<file path="src/rtl/mc_ctrl.sv">
// Multi-cycle MIPS main controller: IDLE/FETCH/DECODE/EXEC/MEM/WB sequencer with Moore datapath decodes.
// Optional performance counters (instr_cnt, stall_cnt) are enabled by defining MC_CTRL_PERF_EN.
module mc_ctrl #(
  parameter int DM_TIMEOUT = 15
) (
  input  logic        clk,
  input  logic        rst_n,
  input  logic [5:0]  opcode,
  input  logic [5:0]  funct,
  input  logic        zero,
  input  logic        dm_ready,
  output logic        PCWrite,
  output logic        PCWriteCond,
  output logic [1:0]  NPCOp,
  output logic        IRWrite,
  output logic        RegWrite,
  output logic        MemWrite,
  output logic        dm_req,
  output logic [1:0]  MemToRegsel,
  output logic [1:0]  RegDstsel,
  output logic        AluSrcsel,
  output logic [2:0]  ALUOp,
  output logic [1:0]  ExtOp,
  output logic        err,
`ifdef MC_CTRL_PERF_EN
  output logic [31:0] instr_cnt,
  output logic [31:0] stall_cnt,
`endif
  output logic [2:0]  state_o
);

  typedef enum logic [2:0] {
    IDLE   = 3'd0,
    FETCH  = 3'd1,
    DECODE = 3'd2,
    EXEC   = 3'd3,
    MEM    = 3'd4,
    WB     = 3'd5
  } state_t;

  localparam logic [5:0] OP_RTYPE = 6'b000000;
  localparam logic [5:0] OP_ORI   = 6'b001101;
  localparam logic [5:0] OP_LUI   = 6'b001111;
  localparam logic [5:0] OP_LW    = 6'b100011;
  localparam logic [5:0] OP_SW    = 6'b101011;
  localparam logic [5:0] OP_BEQ   = 6'b000100;
  localparam logic [5:0] OP_J     = 6'b000010;
  localparam logic [5:0] OP_JAL   = 6'b000011;

  localparam logic [5:0] FN_ADDU  = 6'b100001;
  localparam logic [5:0] FN_SUBU  = 6'b100011;
  localparam logic [5:0] FN_AND   = 6'b100100;
  localparam logic [5:0] FN_OR    = 6'b100101;
  localparam logic [5:0] FN_SLT   = 6'b101010;
  localparam logic [5:0] FN_JR    = 6'b001000;

  localparam logic [3:0] DM_CNT_MAX = 4'(DM_TIMEOUT);

  state_t     r_state;
  state_t     w_nstate;
  logic [3:0] r_dmCnt;

  logic       w_rAluFn;
  logic [2:0] w_rAluOp;
  logic       w_isRAlu, w_isJr, w_isOri, w_isLui, w_isLw, w_isSw;
  logic       w_isBeq, w_isJ, w_isJal, w_legal, w_timeout;

  // The branch decision (PCWriteCond & zero) is formed in the datapath, not here.
  logic       w_unused_zero;
  assign w_unused_zero = zero;

  always_comb begin
    w_rAluFn = 1'b1;
    w_rAluOp = 3'b000;
    case (funct)
      FN_ADDU: w_rAluOp = 3'b000;
      FN_SUBU: w_rAluOp = 3'b001;
      FN_AND:  w_rAluOp = 3'b010;
      FN_OR:   w_rAluOp = 3'b011;
      FN_SLT:  w_rAluOp = 3'b100;
      default: w_rAluFn = 1'b0;
    endcase
  end

  assign w_isRAlu  = (opcode == OP_RTYPE) && w_rAluFn;
  assign w_isJr    = (opcode == OP_RTYPE) && (funct == FN_JR);
  assign w_isOri   = (opcode == OP_ORI);
  assign w_isLui   = (opcode == OP_LUI);
  assign w_isLw    = (opcode == OP_LW);
  assign w_isSw    = (opcode == OP_SW);
  assign w_isBeq   = (opcode == OP_BEQ);
  assign w_isJ     = (opcode == OP_J);
  assign w_isJal   = (opcode == OP_JAL);
  assign w_legal   = w_isRAlu | w_isJr | w_isOri | w_isLui | w_isLw | w_isSw |
                     w_isBeq | w_isJ | w_isJal;
  assign w_timeout = (r_dmCnt == DM_CNT_MAX) && !dm_ready;

  always_ff @(posedge clk or negedge rst_n) begin
    if (!rst_n) r_state <= IDLE;
    else        r_state <= w_nstate;
  end

  // Counts MEM cycles spent waiting; held at zero outside MEM so every access starts fresh.
  always_ff @(posedge clk or negedge rst_n) begin
    if (!rst_n)                                r_dmCnt <= 4'd0;
    else if (r_state != MEM)                   r_dmCnt <= 4'd0;
    else if (!dm_ready && r_dmCnt != DM_CNT_MAX) r_dmCnt <= r_dmCnt + 4'd1;
  end

  always_comb begin
    w_nstate = r_state;
    case (r_state)
      IDLE:   w_nstate = FETCH;
      FETCH:  w_nstate = DECODE;
      DECODE: w_nstate = (!w_legal || w_isJ || w_isJal) ? FETCH : EXEC;
      EXEC: begin
        if (w_isLw || w_isSw)       w_nstate = MEM;
        else if (w_isBeq || w_isJr) w_nstate = FETCH;
        else                        w_nstate = WB;
      end
      MEM: begin
        if (dm_ready)       w_nstate = w_isLw ? WB : FETCH;
        else if (w_timeout) w_nstate = FETCH;
      end
      WB:      w_nstate = FETCH;
      default: w_nstate = IDLE;
    endcase
  end

  always_comb begin
    PCWrite     = 1'b0;
    PCWriteCond = 1'b0;
    NPCOp       = 2'b00;
    IRWrite     = 1'b0;
    RegWrite    = 1'b0;
    MemWrite    = 1'b0;
    dm_req      = 1'b0;
    MemToRegsel = 2'b00;
    RegDstsel   = 2'b00;
    AluSrcsel   = 1'b0;
    ALUOp       = 3'b000;
    ExtOp       = 2'b00;
    err         = 1'b0;
    case (r_state)
      FETCH: begin
        IRWrite = 1'b1;
        PCWrite = 1'b1;
      end
      DECODE: begin
        err = !w_legal;
        if (w_isJ || w_isJal) begin
          PCWrite = 1'b1;
          NPCOp   = 2'b10;
        end
        if (w_isJal) begin
          RegWrite    = 1'b1;
          RegDstsel   = 2'b10;
          MemToRegsel = 2'b10;
        end
      end
      EXEC: begin
        if (w_isRAlu) ALUOp = w_rAluOp;
        if (w_isJr) begin
          PCWrite = 1'b1;
          NPCOp   = 2'b11;
        end
        if (w_isOri) begin
          AluSrcsel = 1'b1;
          ALUOp     = 3'b011;
        end
        if (w_isLui) ExtOp = 2'b10;
        if (w_isLw || w_isSw) begin
          AluSrcsel = 1'b1;
          ExtOp     = 2'b01;
        end
        if (w_isBeq) begin
          ALUOp       = 3'b001;
          PCWriteCond = 1'b1;
          NPCOp       = 2'b01;
        end
      end
      MEM: begin
        err      = w_timeout;
        dm_req   = !w_timeout;
        MemWrite = w_isSw && !w_timeout;
      end
      WB: begin
        RegWrite  = 1'b1;
        RegDstsel = w_isRAlu ? 2'b01 : 2'b00;
        if (w_isLw) MemToRegsel = 2'b01;
        // lui writes back extout directly, so the extender must keep producing imm<<16 here.
        if (w_isLui) begin
          MemToRegsel = 2'b11;
          ExtOp       = 2'b10;
        end
      end
      default: ;
    endcase
  end

  assign state_o = r_state;

`ifdef MC_CTRL_PERF_EN
  logic [31:0] r_instrCnt;
  logic [31:0] r_stallCnt;

  always_ff @(posedge clk or negedge rst_n) begin
    if (!rst_n) begin
      r_instrCnt <= 32'd0;
      r_stallCnt <= 32'd0;
    end else begin
      if (r_state == FETCH)             r_instrCnt <= r_instrCnt + 32'd1;
      if (r_state == MEM && !dm_ready)  r_stallCnt <= r_stallCnt + 32'd1;
    end
  end

  assign instr_cnt = r_instrCnt;
  assign stall_cnt = r_stallCnt;
`endif

endmodule

</file>
<file path="config.mk">
export PLATFORM = sky130hd
export DESIGN_NAME = mc_ctrl
export DESIGN_NICKNAME = d
export VERILOG_FILES = /design/src/rtl/mc_ctrl.sv
export SDC_FILE = /design/constraint.sdc
export NUM_CORES = 1
export LEC_CHECK = 0
export CAP_MARGIN = 20
export CORE_MARGIN = 2
export CORE_UTILIZATION = 35
export CTS_CLUSTER_SIZE = 28
export DETAILED_ROUTE_END_ITERATION = 10
export HOLD_SLACK_MARGIN = 0.06
export PLACE_DENSITY = 0.75
export SLEW_MARGIN = 15
export SYNTH_ARGS = -nofsm -noshare
export SYNTH_HDL_FRONTEND = slang
export SYNTH_SLANG_ARGS = --single-unit
</file>
<file path="constraint.sdc">
create_clock -name clk -period 1.7 [get_ports clk]
set_input_delay 0.34 -clock clk [delete_from_list [all_inputs] [get_ports clk]]
set_output_delay 0.34 -clock clk [all_outputs]
set_load 0.01 [all_outputs]
</file>
# Yosys cells after proc, flatten, opt, wreduce, memory -nomap -nowiden
# Cells that the tools add are included.
totals:
  regBits: 7
  inputBits: 16
  output_inout_bits: 22
  word_cells: 93
op_classes:
  n_addsub: 1
  n_eq_ne: 22
  muxes: 42
  bitwise: 8
  reduce_logical: 18
ops:
  columns: ["cell", "count"]
  rows:
  - ["$eq A6 B6 Y1 const B", 7]
  - ["$mux W3", 9]
  - ["$eq A6 B4 Y1 const B", 3]
  - ["$mux W2", 8]
  - ["$pmux W2 S2", 4]
  - ["$pmux W3 S5", 1]
  - ["$mux W1", 14]
  - ["$eq A6 B2 Y1 const B", 2]
  - ["$pmux W3 S4", 1]
  - ["$mux W4", 2]
  - ["$or A1 B1 Y1", 8]
  - ["$eq A3 B2 Y1 const B", 2]
  - ["$eq A3 B3 Y1 const B", 2]
  - ["$eq A6 B3 Y1 const B", 1]
  - ["$logic_not A6 Y1", 1]
  - ["$ne A3 B3 Y1 const B", 2]
  - ["$logic_and A1 B1 Y1", 5]
  - ["$logic_or A1 B1 Y1", 5]
  - ["$reduce_or A5 Y1", 1]
  - ["$add A4 B1 Y4 const B", 1]
  - ["$eq A4 B4 Y1 const B", 1]
  - ["$ne A4 B4 Y1 const B", 1]
  - ["$pmux W1 S2", 2]
  - ["$eq A3 B1 Y1 const B", 1]
  - ["other kinds (5)", 7]

# Logic depth before layout (Yosys ltp)
# Gate-level depths: netlist of run 1.
logic_depth:
  depth_word: 17
  depth_mapped: 5
  depth_no_buf: 5

# Worst setup path after synthesis of run 1
# OpenSTA, ideal clock, no wires.
synth_path:
  path_type: "input to output"
  startpoint: "input opcode[3]"
  endpoint: "output PCWrite"
  arrival_time_ns: 1.653
  required_time_ns: 1.360
  path_slack_ns: -0.293
  cell_stages: 5
  n_path_buf: 1
  cell_sequence: "buf_2 nor3_1 nand3_1 or3_1 a311oi_1"
synth_between:
  elab_chain_cells: 4
  word_cells_on_any_way: 8
  cone_classes: "eq/ne: 2; mux: 3; reduce/logical: 3"
synth_lines:
  columns: ["element", "line_no", "rtl"]
  rows:
  - ["from (decl)", "8", "input logic [5:0] opcode,"]
  - ["$eq A6 B2 Y1 (tied with other cells)", "92", "assign w_isJ = (opcode == OP_J);"]
  - ["$logic_or A1 B1 Y1 or $logic_and A1 B1 Y1 (tied branches)", "151, 86", null]
  - ["$mux W1, on equally long branches", "151, 163", null]
  - ["$pmux W1 S3 (*)", "144", "case (r_state)"]
  - ["to (decl)", "12", "output logic PCWrite,"]
# Mark *: on every way between the ends. The rest lies on a longest branch, timed or not.

# Worst setup path in the final report of run 1
layout_path:
  startpoint: "input funct[5]"
  endpoint: "output PCWrite"
layout_between:
  elab_chain_cells: 4
layout_lines:
  columns: ["element", "line_no", "rtl"]
  rows:
  - ["from (decl)", "9", "input logic [5:0] funct,"]
  - ["$eq A6 B4 Y1", "86", "assign w_isJr = (opcode == OP_RTYPE) && (funct == FN_JR);"]
  - ["$logic_and A1 B1 Y1", "86", null]
  - ["$mux W1", "163", "if (w_isJr) begin"]
  - ["$pmux W1 S3", "144", null]
# No other way between the ends.

==> metrics, run 1 <==
result of the run finished, violations left; violations in the final reports negative setup slack; startpoint types input port; total half-perimeter wirelength after legalization and detailed placement 2.43 mm; TritonRoute pass-1 iters 6; root buffer selected by CTS clkbuf_4; worst-case clock skew 0.00513 ns; startpoint of the worst register-to-register path r_dmCnt[1]$_DFFE_PN0P_; critical path, cell by cell buf_6 > or4b_4 > or3_4 > a311oi_4 > buf_2; I/O pins 38; maximum buffer depth of the clock tree 2; Distinct cells, synth 35; transition time at the pin with the least slew margin 0.373 ns; total vias in the final route 1416; Max-slew headroom 75.1%; number of enable flip-flop cells after synthesis 0; maximum number of pins on one net before global-route repair 8; CTS tree yes; area of the die 2700 um^2; area of the mapped netlist 806 um^2; hold-fix buffers at CTS 0; RSZ-0062 raised after global routing yes; most instantiated flip-flop cell in the synthesis netlist dfrtp_1; post-synth top area cell dfrtp_1; mean cell area of the mapped netlist 6.89 um^2; final hold violation count 0; DRC errors left 0; Worst setup startpoint funct[5]; worst hold-check slack 0.353 ns; Clock H-tree levels 1; TNS Setup -3.18 ns; max-slew violation total from the final report 0; P&R area growth vs syn 144%; net count of the mapped netlist 134; count of buffers from port buffering 36; clk_lat worst skew 0.25 ns; reported max-cap violation count 0; placed cell areas 1560 um^2; width of the chip 52.0 um; Critical Path Fanout Max 2; FMAX 481 MHz; sinks on the clock net 7; post-route minimum period 2.08 ns; delay of the slowest critical-path stage 0.54 ns; IR Drop Worst-Case VDD 0.842 mV; core region area 2190 um^2; Vias/cell 5.85; leading post-synthesis cells by cell area dfrtp_1 (22%), a21oi_1 (8.7%), nor2_1 (6.5%); CP delay by family, top simple AND/OR/NAND/NOR gates; design area 1960 um^2; Buf+Inv Stages, Crit Path 2; share of the clock period used by the worst path after layout 122%; global-route total usage across every layer 29.9%; instance count of the mapped netlist 117; effective utilization at floorplan 36.8%; final worst-path setup slack -0.378 ns; count of state elements after synthesis 7; violation count after the first detailed-routing iteration 84; number of antenna violations at the first check in global routing 0; share of flip-flops with an asynchronous set or reset 100%; Data required, critical path 1.36 ns; classification of the worst-slack hold path in2async; via count of the first global-routing pass 1349; share of final-layout standard cells stronger than drive strength 1 68.2%; PnR Total Power 1.61 mW; portion of the post-synthesis area used by sequential elements 21.7%; Final #Nets 232; Crit-path slowest cell or4b_4; Setup Slack @ Placement -1.13 ns; CP endpoint kind output pin; power density over cell area 823 nW/um^2; CP Data Arrival Time 1.74 ns; aggregate routed wire length 4.52 mm; number of diodes added for antenna fixing 0; Final setup violation count 17; remaining antenna violation count 0; area fraction of the dominant cell type after synthesis 21.7%; routability congestion estimate 0.873; number of fill cells in the layout 96; residual overflow from global routing 0; first-pass GRT wire length 6.07 mm; type of the worst setup path in2out; static power due to leakage 0.866 nW; die extent in y 52.0 um; Synthesis Warnings 0; drt wl/cell 18.7 um; TritonCTS buffer count 3; standard-cell rows 17; clock slew at the register clock pins of the worst setup and hold paths 0.05 ns
## final timing paths
check,end,slack [ns],cells past startpoint
setup / recovery,PCWrite,-0.38,5
hold / removal,r_dmCnt[1]$_DFFE_PN0P_,0.35,1
setup reg to reg,r_dmCnt[2]$_DFFE_PN0P_,0.02,7
hold reg to reg,state_o[1]$_DFFE_PN0P_,0.58,2
max in group asynchronous,state_o[2]$_DFFE_PN0P_,1.07,1
min in group clk,state_o[1]$_DFFE_PN0P_,0.58,2
## routing by layer
metal	share of wire (%)	global-route usage, %	routed length, um	vias up
met5	0	0	0	-
met4	3.8	15.4	170	0
met3	9.1	4.60	411	24
met2	51	54.4	2300	109
met1	36	33.1	1640	656
li1	-	-	-	627
## report_power, final
group	total [mW]	leakage (nW)	switching, mW	internal (mW)
Clock	0.153	0.0150	0.0630	0.0897
Sequential	0.239	0.0907	0.0339	0.205
Combinational	1.22	0.760	0.598	0.625
## sequential cells by signal, summed over array words and instances (netlist names)
register	flops
r_dmCnt	4
state_o	3
## layout make-up
cell class	count	area (um^2)	area share [%]
Multi-Input combinational cell	100	882	44.9
Timing Repair Buffer	99	827	42.1
Sequential cell	7	178	9.05
Tap cell	28	35.0	1.78
Clock buffer	4	26.3	1.34
Inverter	4	15.0	0.765
## layout by cell type, fill, tap and decap left out, types with 4 or more instances in the layout
cell / n
nand2b_1: 5
a21oi_2: 7
a21oi_1: 7
dfrtp_1: 5
buf_4: 46
buf_2: 18
nor2_4: 4
nor2_1: 7
buf_8: 4
or3_4: 4
nor3_2: 4
clkdlybuf4s50_1: 4
nand2_1: 8
nand3_2: 4
buf_6: 23
## kinds of logic after synthesis
| family | Yosys count | synth area share [%] |
|---|---|---|
| AND/OR/NAND/NOR | 66 | 44.6 |
| AO/OA/AOI/OAI | 26 | 19.1 |
| buffers and inverters | 10 | 4.97 |
| flip-flops | 7 | 21.7 |
| XOR/XNOR | 5 | 5.44 |
| multiplexers | 2 | 2.64 |
| adder cells (fa/ha/maj) | 1 | 1.55 |
## cells in the mapped netlist (3+ instances only)
cell,instances
clkbuf_1,4
a21oi_1,14
or3_1,6
nand2_1,9
inv_1,4
nor3_1,6
nand4_1,3
nand3_1,8
dfrtp_1,7
o21ai_0,3
nand2b_1,6
nor2_1,14
xor2_1,3
## metrics by stage
stage,instances,utilization (%)
floorplan,117,-
global placement,215,71.4
detailed placement,215,71.4
CTS,234,83.4
global route,242,89.6
finish,242,89.6
## what timing repair did
action	CTS	global route
pin swaps	32	28
setup endpoints to repair	21	19
setup buffers	16	9
resized for setup	170	31
(Power assumes the default switching activity.)
==> inputs of run 2 (changes only) <==
- CORE_UTILIZATION: 35 -> 36
- PLACE_DENSITY: 0.75 -> 0.77
==> run 2 against run 1 <==
Compared with the run above: synthesized cell count unchanged; area after synthesis unchanged; the flow now stops in global routing.
==> metrics, run 2 <==
area of the mapped netlist 806 um^2; post-synth top area cell dfrtp_1; I/O pins 38; count of state elements after synthesis 7; area fraction of the dominant cell type after synthesis 21.7%; number of enable flip-flop cells after synthesis 0; standard-cell rows 17; share of flip-flops with an asynchronous set or reset 100%; result of the run stopped before the end; most instantiated flip-flop cell in the synthesis netlist dfrtp_1; TritonCTS buffer count 3; routability congestion estimate 0.869; Synthesis Warnings 0; top cells by instance count after synthesis a21oi_1 (14), nor2_1 (14), nand2_1 (9), nand3_1 (8), dfrtp_1 (7); instance count of the mapped netlist 117; Distinct cells, synth 35; hold-fix buffers at CTS 0; kind of the worst endpoint top-level output; Tool Error [ERROR GRT-0232] Routing congestion too high. Check the congestion heatmap in the GUI.; root buffer selected by CTS clkbuf_4; total half-perimeter wirelength after legalization and detailed placement 2.49 mm; global-route total usage across every layer 72.7%; Exit stage global routing; effective utilization at floorplan 37.1%; Clock H-tree levels 1; mean cell area of the mapped netlist 6.89 um^2; die extent in y 51.3 um; portion of the post-synthesis area used by sequential elements 21.7%; sinks on the clock net 7; width of the chip 51.3 um; leading post-synthesis cells by cell area dfrtp_1 (22%), a21oi_1 (8.7%), nor2_1 (6.5%); net count of the mapped netlist 134; residual overflow from global routing 79; count of buffers from port buffering 36; maximum number of pins on one net before global-route repair 8; last reported worst endpoint of the global-route repair pass NPCOp[0]; maximum buffer depth of the clock tree 2
-- run 2: repair_timing --
action,4_1_cts
endpoints found under the setup margin,21
buffers inserted,35
gates cloned,0
gates resized for setup,187
pin swaps,37
-- run 2: logic make-up after synthesis --
family                   synth area share [%]
flip-flops                               21.7
XOR/XNOR                                 5.44
buffers and inverters                    4.97
AO/OA/AOI/OAI                            19.1
adder cells (fa/ha/maj)                  1.55
multiplexers                             2.64
AND/OR/NAND/NOR                          44.6
-- run 2: stage by stage --
| stage | worst slack, ns | cells | TNS (ns) | cell area [um^2] | utilization [%] |
|---|---|---|---|---|---|
| after floorplan | -0.162 | 117 | -0.511 | 917 | - |
| after global placement | -1.12 | 216 | -17.09 | 1570 | 72.4 |
| after detailed placement | -1.15 | 216 | -17.87 | 1570 | 72.4 |
| after CTS | -0.461 | 252 | -3.36 | 2020 | 93.0 |
-- run 2: layer usage --
metal	global-route usage, %	GRT overflow
met3	38.9	0
met1	68.6	0
met4	98.7	44
met2	96.3	35
met5	0	0
==> inputs of run 3 (changes only) <==
- CORE_AREA: default -> 2 2 63 65
- CORE_MARGIN: 2 -> default
- CORE_UTILIZATION: 36 -> default
- CTS_CLUSTER_SIZE: 28 -> default
- DIE_AREA: default -> 0 0 65 67
- HOLD_SLACK_MARGIN: 0.06 -> default
- PLACE_DENSITY: 0.77 -> default
- PLACE_DENSITY_LB_ADDON: default -> 0.15
- clock period: 1.7 -> 2.2 ns (I/O delays scaled with it)
==> run 3 against run 2 <==
Compared with the run above: the flow now finishes, with violations (negative setup slack).
==> metrics, run 3 (synthesized netlist as in run 1, its figures left out) <==
result of the run finished, violations left; violations in the final reports negative setup slack; TritonRoute pass-1 iters 4; remaining antenna violation count 0; startpoint types input port; Max-slew headroom 76.8%; classification of the worst-slack hold path in2async; Critical Path Fanout Max 3; Data required, critical path 1.76 ns; max-slew violation total from the final report 0; final std cells w/o fill 243; final core occ 46.4%; Worst Reg2Reg Path Length in Cells 6; DRC errors left 0; aggregate routed wire length 3.19 mm; static power due to leakage 0.783 nW; width of the chip 65 um; clk_lat worst skew 0.23 ns; hold-fix buffers at CTS 0; Clock H-tree levels 1; type of the worst setup path in2out; setup slack of the most critical reg-to-reg path 0.68 ns; I/O pins 38; FMAX 439 MHz; number of antenna violations at the first check in global routing 0; root buffer selected by CTS clkbuf_8; drt wl/cell 13.1 um; total vias in the final route 1152; maximum buffer depth of the clock tree 2; die extent in y 67 um; Setup Slack @ Placement -0.854 ns; via count of the first global-routing pass 1124; Final setup violation count 2; first-pass GRT wire length 5.09 mm; post-route minimum period 2.28 ns; number of cells after detailed placement 227; transition time at the pin with the least slew margin 0.346 ns; most common cell after layout, fill and taps aside buf_4; routability congestion estimate 0.760; violation count after the first detailed-routing iteration 93; RSZ-0062 raised after global routing yes; final hold violation count 0; share of final-layout standard cells stronger than drive strength 1 51.8%; power density over cell area 595 nW/um^2; Final #Nets 213; maximum number of pins on one net before global-route repair 10; global-route total usage across every layer 14.8%; share of the clock period used by the worst path after layout 104%; standard-cell rows 22; effective utilization at floorplan 22.3%; total half-perimeter wirelength after legalization and detailed placement 2.31 mm; largest register by flop count r_dmCnt; startpoint of the worst register-to-register path r_dmCnt[0]$_DFFE_PN0P_; Largest register FFs 4; sinks on the clock net 7; P&R area growth vs syn 108%; worst hold-check slack 0.485 ns; CTS tree yes; CP endpoint kind output pin; core region area 3610 um^2; Vias/cell 4.74; worst-case clock skew 0.000491 ns; residual overflow from global routing 0; final worst-path setup slack -0.0783 ns; RR Endpoint state_o[0]$_DFFE_PN0P_; count of buffers from port buffering 36; area of the die 4360 um^2; most frequent cells in the layout buf_4 (39), buf_2 (15), nor2_1 (11); CP Data Arrival Time 1.84 ns; IR Drop Worst-Case VDD 0.176 mV; number of diodes added for antenna fixing 0; TritonCTS buffer count 3; clock slew at the register clock pins of the worst setup and hold paths 0.04 ns; reported max-cap violation count 0
[run 3: critical path, stage by stage]
cell	delay, ns
buf_6	0.09
or4b_4	0.56
or3_4	0.36
buf_6	0.12
a21oi_2	0.12
buf_2	0.14
[run 3: metrics by stage]
stage | setup TNS [ns] | power, mW | cell area (um^2)
2_1_floorplan | 0 | 0.434 | 806
5_1_grt | -0.292 | 1.07 | 1670
3_3_place_gp | -12.04 | 0.753 | 1440
3_5_place_dp | -12.13 | 0.756 | 1440
6_report | -0.126 | 0.997 | 1670
4_1_cts | -0.409 | 0.946 | 1600
[run 3: routing by layer]
| layer | vias to the layer above | GRT usage (%) | part of all wire [%] |
|---|---|---|---|
| li1 | 581 | - | - |
| met1 | 542 | 18.8 | 46 |
| met2 | 29 | 27.2 | 49 |
| met3 | 0 | 1.52 | 4.2 |
| met4 | 0 | 2.39 | 0 |
| met5 | - | 0 | 0 |
[run 3: power breakdown]
group	leakage (nW)	internal, mW	switching [mW]
Clock	0.0228	0.125	0.0564
Sequential	0.0922	0.157	0.0410
Combinational	0.668	0.324	0.293
[run 3: area by class of cell]
class,count,area (um^2)
clock buffer,4,45.0
fill,376,1930
tap,48,60.1
timing repair buffer,80,629
sequential,7,176
multi-input combinational,100,748
inverter,4,15.0
[run 3: worst max path at each step]
| stage | slack (ns) | to | depth (start not counted) | from |
|---|---|---|---|---|
| after floorplan | 0.007 | PCWrite | 5 | opcode[3] |
| after global placement | -0.85 | PCWrite | 5 | funct[0] |
| after detailed placement | -0.85 | NPCOp[1] | 6 | opcode[2] |
| after global routing | -0.12 | NPCOp[0] | 6 | funct[0] |
| final | -0.08 | NPCOp[0] | 6 | funct[0] |
| after CTS | -0.13 | PCWrite | 5 | funct[5] |
[run 3: what timing repair did]
item                                    4_1_cts  5_1_grt
gates resized for setup                     118       33
pin swaps                                    19        9
buffers inserted                             12        1
hold endpoints to repair                      0        0
endpoints found under the setup margin       18       18
==> inputs of run 4 (changes only) <==
- CTS_CLUSTER_SIZE: default -> 28
- SKIP_LAST_GASP: default -> 1
==> run 4 against run 3 <==
Compared with the run above: the run still ends with negative setup slack left; sequential cell count is the same; hold slack is essentially flat; setup slack gained 0.027 ns; critical path depth is the same.
==> metrics, run 4 (synthesized netlist as in run 1, its figures left out) <==
first-pass GRT wire length 5.09 mm; worst-case clock skew 0.000275 ns; transition time at the pin with the least slew margin 0.340 ns; largest register by flop count r_dmCnt; share of the clock period used by the worst path after layout 102%; post-route minimum period 2.25 ns; number of cells after detailed placement 227; CP Data Arrival Time 1.81 ns; residual overflow from global routing 0; startpoint types input port; CP endpoint kind output pin; Max-slew headroom 77.2%; routability congestion estimate 0.760; Largest register FFs 4; placed cell areas 1440 um^2; Clock H-tree levels 1; Critical Path Fanout Max 3; number of diodes added for antenna fixing 0; Vias/cell 4.72; via count of the first global-routing pass 1124; root buffer selected by CTS clkbuf_8; global-route total usage across every layer 14.8%; aggregate routed wire length 3.18 mm; hold-fix buffers at CTS 0; Worst setup startpoint funct[0]; maximum buffer depth of the clock tree 2; met3 Track Usage GR 1.52%; type of the worst setup path in2out; met1 Use GR 18.8%; area of the die 4360 um^2; share of total power consumed by net switching 38.9%; Final setup violation count 2; clock slew at the register clock pins of the worst setup and hold paths 0.04 ns; met2 Usage GRT 27.2%; TritonRoute pass-1 iters 4; Setup Slack @ Placement -0.854 ns; final core occ 47.0%; number of antenna violations at the first check in global routing 0; core region area 3610 um^2; share of final-layout standard cells stronger than drive strength 1 52.0%; proportion of power drawn by combinational gates 61.7%; PnR Total Power 988 uW; Data required, critical path 1.76 ns; IR Drop Worst-Case VDD 0.179 mV; Clock Power Share 18.4%; total half-perimeter wirelength after legalization and detailed placement 2.31 mm; violation count after the first detailed-routing iteration 66; TritonCTS buffer count 3; GRT busiest layer met2; classification of the worst-slack hold path in2async; DRC errors left 0; drt wl/cell 13.0 um; width of the chip 65 um; sequential cell fraction of total power 19.9%; final worst-path setup slack -0.0514 ns; most common cell after layout, fill and taps aside buf_4; maximum number of pins on one net before global-route repair 10; max-slew violation total from the final report 0; Worst Reg2Reg Path Length in Cells 6; standard-cell rows 22; clk_lat worst skew 0.22 ns; Final #Nets 214; CTS tree yes; static power due to leakage 0.779 nW; TNS Setup -0.0754 ns; worst hold-check slack 0.485 ns; switching power of the nets 384 uW; remaining antenna violation count 0; effective utilization at floorplan 22.3%; reported max-cap violation count 0; I/O pins 38; FMAX 444 MHz; P&R area growth vs syn 110%; count of buffers from port buffering 36; startpoint of the worst register-to-register path r_dmCnt[0]$_DFFE_PN0P_; sinks on the clock net 7; die extent in y 67 um; total vias in the final route 1152; Internal Power 604 uW; result of the run finished, violations left; power density over cell area 583 nW/um^2; RSZ-0062 raised after global routing yes; most frequent cells in the layout buf_4 (38), buf_2 (15), nor2_1 (11), buf_6 (11), a21oi_1 (9); final std cells w/o fill 244; final hold violation count 0; design area 1690 um^2; violations in the final reports negative setup slack
==> run 4: what timing repair did <==
action / 4_1_cts / 5_1_grt
resized for setup: 117 / 37
setup endpoints to repair: 18 / 18
buffers inserted: 12 / 2
pin swaps: 19 / 12
==> run 4: worst paths after layout <==
path | slack [ns] | end
max | -0.05 | NPCOp[0]
min | 0.49 | r_dmCnt[0]$_DFFE_PN0P_
max reg2reg | 0.68 | state_o[0]$_DFFE_PN0P_
min reg2reg | 0.55 | r_dmCnt[1]$_DFFE_PN0P_
max in group asynchronous | 1.44 | state_o[1]$_DFFE_PN0P_
min in group clk | 0.55 | r_dmCnt[1]$_DFFE_PN0P_
==> run 4: layout make-up <==
class                           count  area (um^2)
Tap cell                           48         60.1
Multi-Input combinational cell    100          752
Inverter                            4         15.0
Sequential cell                     7          176
Clock buffer                        4         45.0
Fill cell                         370         1910
Timing Repair Buffer               81          646
==> run 4: worst max-delay path, cell delays in order <==
cell     delay, ns
buf_6         0.09
or4b_4        0.54
or3_4         0.36
buf_6         0.12
a21oi_2       0.12
buf_2         0.14
==> run 4: layer usage <==
metal	share of wire, %	up-vias	wire [um]
met1	46	541	1450
met2	51	27	1630
met4	0	0	0
met5	0	-	0
li1	-	584	-
met3	3.1	0	98
==> run 4: power by group through the flow <==
| stage | clock network [mW] | registers, mW | logic, mW |
|---|---|---|---|
| floorplan | 0 | 0.188 | 0.245 |
| global placement | 0 | 0.196 | 0.557 |
| detailed placement | 0 | 0.195 | 0.561 |
| CTS | 0.188 | 0.194 | 0.565 |
| global route | 0.197 | 0.201 | 0.659 |
| finish | 0.182 | 0.197 | 0.610 |
